**src/rtl/mc_sfifo_if.sv**
```systemverilog
// mc_sfifo_if: request/response bundle for mc_sfifo; master drives requests and thresholds, slave returns data and flags.
interface mc_sfifo_if #(
  parameter int Width    = 8,
  parameter int Depth    = 16,
  parameter int Channels = 4
);
  localparam int AW  = $clog2(Depth);
  localparam int ChW = Channels > 1 ? $clog2(Channels) : 1;
  logic                       WRreq;
  logic [ChW-1:0]             WRch;
  logic [Width-1:0]           WRdata;
  logic                       RDreq;
  logic [ChW-1:0]             RDch;
  logic [Width-1:0]           RDdata;
  logic                       RDvalid;
  logic [Channels-1:0]        FIFOfull;
  logic [Channels-1:0]        FIFOempty;
  logic [Channels*(AW+1)-1:0] Level;
  logic [Channels-1:0]        Overflow;
  logic [Channels-1:0]        Underflow;
  logic [AW:0]                AFthresh;
  logic [AW:0]                AEthresh;
  logic [Channels-1:0]        FIFOalmostFull;
  logic [Channels-1:0]        FIFOalmostEmpty;
  modport master (
    output WRreq, WRch, WRdata, RDreq, RDch, AFthresh, AEthresh,
    input  RDdata, RDvalid, FIFOfull, FIFOempty, Level, Overflow, Underflow,
           FIFOalmostFull, FIFOalmostEmpty
  );
  modport slave (
    input  WRreq, WRch, WRdata, RDreq, RDch, AFthresh, AEthresh,
    output RDdata, RDvalid, FIFOfull, FIFOempty, Level, Overflow, Underflow,
           FIFOalmostFull, FIFOalmostEmpty
  );
endinterface

```
**src/rtl/mc_sfifo.sv**
```systemverilog
// mc_sfifo: multi-channel single-clock FIFO over one shared memory, registered per-channel flags.
// Define MC_SFIFO_WATERMARK_EN to enable the almost-full/almost-empty flags.
module mc_sfifo #(
  parameter int Width    = 8,
  parameter int Depth    = 16,
  parameter int Channels = 4
) (
  input logic       clk,
  input logic       reset,
  mc_sfifo_if.slave bus
);
  localparam int AW  = $clog2(Depth);
  localparam int PW  = AW + 1;
  localparam int ChW = Channels > 1 ? $clog2(Channels) : 1;
  logic [Width-1:0]      r_mem [Channels*Depth];
  logic [PW-1:0]         r_wp [Channels];
  logic [PW-1:0]         r_rp [Channels];
  logic [PW-1:0]         w_wp_n [Channels];
  logic [PW-1:0]         w_rp_n [Channels];
  logic [PW-1:0]         w_lvl_n [Channels];
  logic [Channels*PW-1:0] r_lvl;
  logic [Channels-1:0]   r_full, r_empty, r_af, r_ae, r_ovf, r_udf;
  logic [Channels-1:0]   w_full_n, w_empty_n, w_af_n, w_ae_n;
  logic                  w_wr_in, w_rd_in, w_wr_ok, w_rd_ok;
  logic [ChW+AW-1:0]     w_wa, w_ra;
  logic [Width-1:0]      r_rddata;
  logic                  r_rdvalid;
  assign w_wr_in = bus.WRreq && 32'(bus.WRch) < Channels;
  assign w_rd_in = bus.RDreq && 32'(bus.RDch) < Channels;
  assign w_wr_ok = reset && w_wr_in && !r_full[bus.WRch];
  assign w_rd_ok = reset && w_rd_in && !r_empty[bus.RDch];
  assign w_wa    = {bus.WRch, r_wp[bus.WRch][AW-1:0]};
  assign w_ra    = {bus.RDch, r_rp[bus.RDch][AW-1:0]};
  // next-state pointers fold in reset so flags come out of reset consistent with Level = 0
  always_comb begin
    for (int c = 0; c < Channels; c++) begin
      w_wp_n[c]    = reset ? r_wp[c] + PW'(w_wr_ok && 32'(bus.WRch) == c) : '0;
      w_rp_n[c]    = reset ? r_rp[c] + PW'(w_rd_ok && 32'(bus.RDch) == c) : '0;
      w_lvl_n[c]   = w_wp_n[c] - w_rp_n[c];
      w_full_n[c]  = w_wp_n[c][AW] != w_rp_n[c][AW] && w_wp_n[c][AW-1:0] == w_rp_n[c][AW-1:0];
      w_empty_n[c] = w_wp_n[c] == w_rp_n[c];
`ifdef MC_SFIFO_WATERMARK_EN
      w_af_n[c]    = w_lvl_n[c] >= bus.AFthresh;
      w_ae_n[c]    = w_lvl_n[c] <= bus.AEthresh;
`else
      w_af_n[c]    = 1'b0;
      w_ae_n[c]    = 1'b0;
`endif
    end
  end
`ifndef MC_SFIFO_WATERMARK_EN
  logic w_unused;
  assign w_unused = ^{bus.AFthresh, bus.AEthresh};
`endif
  always_ff @(posedge clk)
    if (w_wr_ok) r_mem[w_wa] <= bus.WRdata;
  always_ff @(posedge clk) begin
    for (int c = 0; c < Channels; c++) begin
      r_wp[c]             <= w_wp_n[c];
      r_rp[c]             <= w_rp_n[c];
      r_lvl[c*PW +: PW]   <= w_lvl_n[c];
    end
    r_full    <= w_full_n;
    r_empty   <= w_empty_n;
    r_af      <= w_af_n;
    r_ae      <= w_ae_n;
    r_rdvalid <= w_rd_ok;
    if (!reset) begin
      r_ovf    <= '0;
      r_udf    <= '0;
      r_rddata <= '0;
    end else begin
      r_ovf <= r_ovf | (w_wr_in && r_full[bus.WRch] ? Channels'(1) << bus.WRch : '0);
      r_udf <= r_udf | (w_rd_in && r_empty[bus.RDch] ? Channels'(1) << bus.RDch : '0);
      if (w_rd_ok) r_rddata <= r_mem[w_ra];
    end
  end
  assign bus.RDdata          = r_rddata;
  assign bus.RDvalid         = r_rdvalid;
  assign bus.FIFOfull        = r_full;
  assign bus.FIFOempty       = r_empty;
  assign bus.Level           = r_lvl;
  assign bus.Overflow        = r_ovf;
  assign bus.Underflow       = r_udf;
  assign bus.FIFOalmostFull  = r_af;
  assign bus.FIFOalmostEmpty = r_ae;
endmodule

```
**src/flat_wrapper.sv**
```systemverilog
// flat-port wrapper written by rule: the top's interface ports become plain ports
module mc_sfifo_flat 
#(
  parameter int Width    = 8,
  parameter int Depth    = 16,
  parameter int Channels = 4
)
  (clk, reset, bus_WRreq, bus_WRch, bus_WRdata, bus_RDreq, bus_RDch, bus_AFthresh, bus_AEthresh, bus_RDdata, bus_RDvalid, bus_FIFOfull, bus_FIFOempty, bus_Level, bus_Overflow, bus_Underflow, bus_FIFOalmostFull, bus_FIFOalmostEmpty);
  mc_sfifo_if #(.Width(Width), .Depth(Depth), .Channels(Channels)) bus_i ();
  input logic clk;
  input logic reset;
  input wire logic [$bits(bus_i.WRreq)-1:0] bus_WRreq;
  input wire logic [$bits(bus_i.WRch)-1:0] bus_WRch;
  input wire logic [$bits(bus_i.WRdata)-1:0] bus_WRdata;
  input wire logic [$bits(bus_i.RDreq)-1:0] bus_RDreq;
  input wire logic [$bits(bus_i.RDch)-1:0] bus_RDch;
  input wire logic [$bits(bus_i.AFthresh)-1:0] bus_AFthresh;
  input wire logic [$bits(bus_i.AEthresh)-1:0] bus_AEthresh;
  output wire logic [$bits(bus_i.RDdata)-1:0] bus_RDdata;
  output wire logic [$bits(bus_i.RDvalid)-1:0] bus_RDvalid;
  output wire logic [$bits(bus_i.FIFOfull)-1:0] bus_FIFOfull;
  output wire logic [$bits(bus_i.FIFOempty)-1:0] bus_FIFOempty;
  output wire logic [$bits(bus_i.Level)-1:0] bus_Level;
  output wire logic [$bits(bus_i.Overflow)-1:0] bus_Overflow;
  output wire logic [$bits(bus_i.Underflow)-1:0] bus_Underflow;
  output wire logic [$bits(bus_i.FIFOalmostFull)-1:0] bus_FIFOalmostFull;
  output wire logic [$bits(bus_i.FIFOalmostEmpty)-1:0] bus_FIFOalmostEmpty;
  assign bus_i.WRreq = bus_WRreq;
  assign bus_i.WRch = bus_WRch;
  assign bus_i.WRdata = bus_WRdata;
  assign bus_i.RDreq = bus_RDreq;
  assign bus_i.RDch = bus_RDch;
  assign bus_i.AFthresh = bus_AFthresh;
  assign bus_i.AEthresh = bus_AEthresh;
  assign bus_RDdata = bus_i.RDdata;
  assign bus_RDvalid = bus_i.RDvalid;
  assign bus_FIFOfull = bus_i.FIFOfull;
  assign bus_FIFOempty = bus_i.FIFOempty;
  assign bus_Level = bus_i.Level;
  assign bus_Overflow = bus_i.Overflow;
  assign bus_Underflow = bus_i.Underflow;
  assign bus_FIFOalmostFull = bus_i.FIFOalmostFull;
  assign bus_FIFOalmostEmpty = bus_i.FIFOalmostEmpty;
  mc_sfifo #(.Width(Width), .Depth(Depth), .Channels(Channels)) u_core (.clk(clk), .reset(reset), .bus(bus_i));
endmodule
```
**config.mk**
```make
export PLATFORM = sky130hd
export DESIGN_NAME = mc_sfifo_flat
export DESIGN_NICKNAME = d
export VERILOG_FILES = /design/src/rtl/mc_sfifo_if.sv /design/src/rtl/mc_sfifo.sv /design/src/flat_wrapper.sv
export SDC_FILE = /design/constraint.sdc
export NUM_CORES = 1
export LEC_CHECK = 0
export CAP_MARGIN = 10
export CORE_ASPECT_RATIO = 0.5
export CORE_MARGIN = 4
export CORE_UTILIZATION = 62
export DETAILED_ROUTE_END_ITERATION = 16
export DONT_BUFFER_PORTS = 1
export HOLD_SLACK_MARGIN = 0.12
export PLACE_DENSITY_LB_ADDON = 0.15
export SETUP_SLACK_MARGIN = 0.5
export SKIP_CTS_REPAIR_TIMING = 1
export SKIP_LAST_GASP = 1
export SYNTH_ARGS = -nofsm -noshare
export SYNTH_HDL_FRONTEND = slang
export SYNTH_SLANG_ARGS = --single-unit
export TNS_END_PERCENT = 100
```
**constraint.sdc**
```tcl
create_clock -name clk -period 9.2 [get_ports clk]
set_input_delay 0.46 -clock clk [delete_from_list [all_inputs] [get_ports clk]]
set_output_delay 0.46 -clock clk [all_outputs]
set_load 0.05 [all_outputs]
```
# Yosys cells after proc, flatten, opt, wreduce, memory -nomap -nowiden
# Memories as Yosys holds them, arrays and structs flattened. A register that Yosys moved wholly into a read port is not among the register bits.
# Index checks and enable logic that the tools add are counted.
[word_totals]
ff_bits = 37
ram_bits = 552
inputBits = 26
out_inout_bits = 53
word_cells = 84
n_memories = 3
[memory_table]
columns = ["name", "depth", "word_bits", "rd", "rd_clocked_by_memory_dff", "write_ports", "line", "text"]
rows = [
  ["u_core.r_mem", 64, 8, 1, 1, 1, "mc_sfifo.sv:15", "logic [Width-1:0] r_mem [Channels*Depth];"],
  ["u_core.r_rp", 4, 5, 5, 0, 4, "mc_sfifo.sv:17", "logic [PW-1:0] r_rp [Channels];"],
  ["u_core.r_wp", 4, 5, 5, 0, 4, "mc_sfifo.sv:16", "logic [PW-1:0] r_wp [Channels];"],
]
[op_classes]
add_sub_neg = 12
magnitude_cmp = 2
n_eq_ne = 18
n_shift = 2
muxes = 16
bitwise_logic = 2
n_reduce_logical = 23
[op_table]
columns = ["op", "count"]
rows = [
  ["$add 5x1->5", 8],
  ["$mux 5", 8],
  ["$eq 5x5->1", 4],
  ["$sub 5x5->5", 4],
  ["$logic_and 1x1->1", 18],
  ["$eq 4x4->1", 4],
  ["$eq 2x2->1 const B", 4],
  ["$mux 4", 2],
  ["$or 4x4->4", 2],
  ["$shl 1x2->4 const A", 2],
  ["$lt 2x3->1 const B", 2],
  ["$bmux 1 s2", 2],
  ["$eq 2x1->1 const B", 2],
  ["$logic_not 2->1", 2],
  ["$mux 1", 4],
  ["$ne 1x1->1", 4],
  ["$logic_not 1->1", 3],
]

# Logic depth before layout (Yosys ltp)
[logic_depth]
ltp_word = 9
ltp_mapped = 14
ltp_nobuf = 12

# Worst setup path before layout
# OpenSTA, ideal clock, no wires.
[synth_path]
path_type = "reg2reg"
startpoint = "register u_core.r_empty[1] (netlist: u_core.bus.FIFOempty[1])"
endpoint = "register u_core.r_lvl[4] (netlist: u_core.bus.Level[4])"
setup_ns = 0.126
arrival_ns = 3.071
t_required_ns = 9.074
setup_slack_ns = 6.003
path_stages_with_launch = 14
path_buffers = 2
period_less_slack_ns = 3.197
cell_sequence = "dfxtp_1 mux4_1 or2_2 clkbuf_1 clkbuf_1 nor3_1 ha_1 ha_1 xor2_1 nand2_1 ha_1 a21o_1 a21oi_1 xnor2_1"
[synth_rtl]
columns = ["item", "line", "text"]
rows = [
  ["start, declared", "mc_sfifo.sv:22", "logic [Channels-1:0] r_full, r_empty, r_af, r_ae, r_ovf, r_udf;"],
  ["start signal, assigned", "mc_sfifo.sv:64", "r_empty <= w_empty_n;"],
  ["end signal, assigned by index", "mc_sfifo.sv:61", "r_lvl[c*PW +: PW] <= w_lvl_n[c];"],
  ["end, declared", "mc_sfifo.sv:21", "logic [Channels*PW-1:0] r_lvl;"],
]

==> impl_metrics.toml <==
[status]
status = "complete, no violations"

[layout]
drive_above_1_share = 0.0727
area_growth_pct = 7.95
fin_cells = 2240
diodes = 0
final_area_sq_mm = 0.0262
final_nets = 1740
fin_util = 0.689

[hold_path]
hold_class = "in2reg"
min_from = "reset"
holdPathEnd = "u_core.bus.RDdata[2]$_SDFFE_PN0P_"
whs_path_depth = 2

[floorplan]
die_area_sq_mm = 0.0426
core_sq_mm = 0.0380
ioPinCount = 79
fp-row-count = 50
die_y_um = 148
initial_core_util = 0.638
die_width_um = 288

[sta]
whs_ns = 0.0961
fin_crit_sh = 0.453
fin_setup_tns_ns = 0
final_max_slew_viol_count = 0
rsz0062_at_grt = "no"
clock-skew-final_ns = 0.0209
setup_ws_ns = 5.03
slew_headroom = 0.297
hold_viol_final = 0
post-route-min-period_ns = 4.17
worst_slew_pin_slew_ns = 1.05
setup_viol = 0
max_freq_ghz = 0.240

[drt]
via_per_inst = 6.43
wl_um = 57700
via_count = 14400
antenna_left = 0
drtPass1Iterations = 5
drc_errors = 0
drt_iter0_markers = 1752
wl_per_cell_um = 25.8

[logic_synthesis]
synth_edf_count = 512
synth.avg_cell_area_sq_um = 14.3
seq_area_frac_synth = 0.703
yosysMostFrequentCell = "edfxtp_1"
syn_inst = 1701
synth_cell_types = 63
async_flop_share = 0
mappedNetlistArea_sq_mm = 0.0243
synthTopCellsByCount = "edfxtp_1 (512), nand2_1 (174), nor2_1 (94)"
synth.top_cells.by_area = "edfxtp_1 (63%), dfxtp_1 (7.0%), mux2i_1 (3.2%), nand2_1 (2.7%), a211oi_1 (1.9%)"
synth_area_leader_cell = "edfxtp_1"
synth-seq-cells = 597
synth.top_cell.area_share = 0.633
synthFlopType = "edfxtp_1"
yosys_warnings = 0

[global_routing]
grt_pass1_vias = 14000
grt_first_pass_wirelength_um = 85000
grt_max_degree = 81
grtUsageTotal = 0.267
overflow = 0
antenna_found_initial = 2

[run]
drv_cap = 0

[clock_network]
numCtsBuffers = 51
cts_max_level = 2
clk_pin_slew_worst_paths_ns = 0.07
clock_latency_ns = 0.57
clock_path_buffers = 3
cts_tree = "yes"
root_buffer = "clkbuf_16"
clock_sinks = 597

[setup_path]
r2r_end = "u_core.bus.RDdata[5]$_SDFFE_PN0P_"
r2r_start = "u_core.r_rp[3][1]$_DFF_P_"
r2r_cells = 8
path_cells = "mux4_4, buf_4, nand2b_4, a21oi_1, a221oi_1, a221oi_1, a31oi_1, a221o_1"
r2r_slack_ns = 5.03
cp_slowest_stage_delay_ns = 0.97
critPathCaptureType = "flop"
crit_path_start_kind = "flop"
critPathKind = "reg2reg"
worstPathArrival_ns = 4.64
slowest_stage = "mux4_4"
worstPathRequired_ns = 9.67
crit_top_cell = "a221oi_1"
cp_max_fo = 80

[placement]
placed_cell_area_sq_mm = 0.0244
dpl.hpwl_um = 35000
place.gp.congestion = 0.857
port-buffer-count = 0
preCtsSetupSlack_ns = 5.14
place_inst = 2131

[power_and_ir_drop]
finalPower_mw = 5.08
power_density_mw_per_mm2 = 194
vdd_drop_max_mv = 0.124
power_leakage_nw = 8.53
[cells by family (layout without fill, tap and decap cells)]
| logic type | count (synthesis) | in the layout | synth area share |
|---|---|---|---|
| fa+ha+maj | 36 | 36 | 0.0198 |
| mux | 109 | 109 | 0.0526 |
| other cells | 1 | 8 | 0.000154 |
| simple gates | 500 | 500 | 0.0987 |
| compound gates | 280 | 280 | 0.0800 |
| buf+inv | 138 | 150 | 0.0309 |
| flops | 597 | 597 | 0.703 |
| xor+xnor | 40 | 40 | 0.0144 |
[sequential cells by signal, indices dropped and copies added (netlist names)]
name / flops
u_core.bus.RDvalid: 1
u_core.bus.FIFOfull: 4
u_core.bus.Overflow: 4
u_core.r_mem: 512
u_core.r_rp: 20
u_core.bus.Underflow: 4
u_core.bus.FIFOempty: 4
u_core.bus.Level: 20
u_core.bus.RDdata: 8
u_core.r_wp: 20
[cells in the final DEF (no fill, tap or decap), types with 6 or more instances in the layout]
master	n
o211ai_1	9
xnor2_1	24
conb_1	8
nor3_1	20
a21oi_1	46
mux2_2	13
buf_16	8
ha_1	32
o22ai_1	12
nand2_1	174
o21ai_0	27
edfxtp_1	512
mux2_4	6
mux4_2	8
a211oi_1	61
nand2b_1	18
nor4_1	22
xor2_1	16
nor2b_1	56
mux2i_1	78
o21a_1	6
buf_4	10
and2_1	26
o2111ai_1	12
clkbuf_16	53
nor2_1	94
nand3_1	52
a31oi_1	33
a221oi_1	34
and3_1	8
clkinv_2	6
o21ai_1	7
nand4_1	11
dfxtp_1	85
a32oi_1	6
a21o_1	8
clkinv_1	14
inv_1	30
clkbuf_1	18
[routing by layer]
layer / wire length (um) / GRT usage / up-vias
met5: 15 / 0 / -
li1: - / - / 6385
met1: 22600 / 0.369 / 7159
met2: 26700 / 0.416 / 735
met4: 1570 / 0.0676 / 2
met3: 6850 / 0.0880 / 113
[area by class of cell]
cell class | instances | area [sq um]
Clock buffer | 72 | 1410
Clock inverter | 23 | 108
Fill cell | 2621 | 11800
Inverter | 31 | 116
Multi-Input combinational cell | 973 | 6480
Sequential cell | 597 | 17100
Tap cell | 520 | 651
Timing Repair Buffer | 24 | 363
[worst max-delay path: cells and delay by family (launching register included)]
family	cells	cell delay (ns)
flops	1	0.44
compound gates	5	1.64
simple gates	1	0.39
buf+inv	1	0.56
mux	1	0.97
[worst max-delay path by stage]
stage	to	slack, ns	depth (start not counted)	start
floorplan	u_core.bus.Level[4]$_DFF_P_	6.00	13	u_core.bus.FIFOempty[1]$_DFF_P_
global placement	u_core.bus.RDdata[5]$_SDFFE_PN0P_	5.22	6	bus_RDch[0]
detailed placement	u_core.bus.RDdata[5]$_SDFFE_PN0P_	5.14	6	bus_RDch[0]
CTS	u_core.bus.RDdata[0]$_SDFFE_PN0P_	5.21	8	u_core.r_rp[3][1]$_DFF_P_
global route	u_core.bus.RDdata[5]$_SDFFE_PN0P_	4.84	8	u_core.r_rp[3][1]$_DFF_P_
finish	u_core.bus.RDdata[5]$_SDFFE_PN0P_	5.03	8	u_core.r_rp[3][1]$_DFF_P_
[report_power, final]
part           total, mW  internal, mW  switching (mW)
logic              0.121        0.0319          0.0894
registers           2.96          2.94          0.0197
clock network       1.99          1.07           0.928
total               5.08          4.04            1.04
No activity file was read; power rests on OpenSTA's default activity.
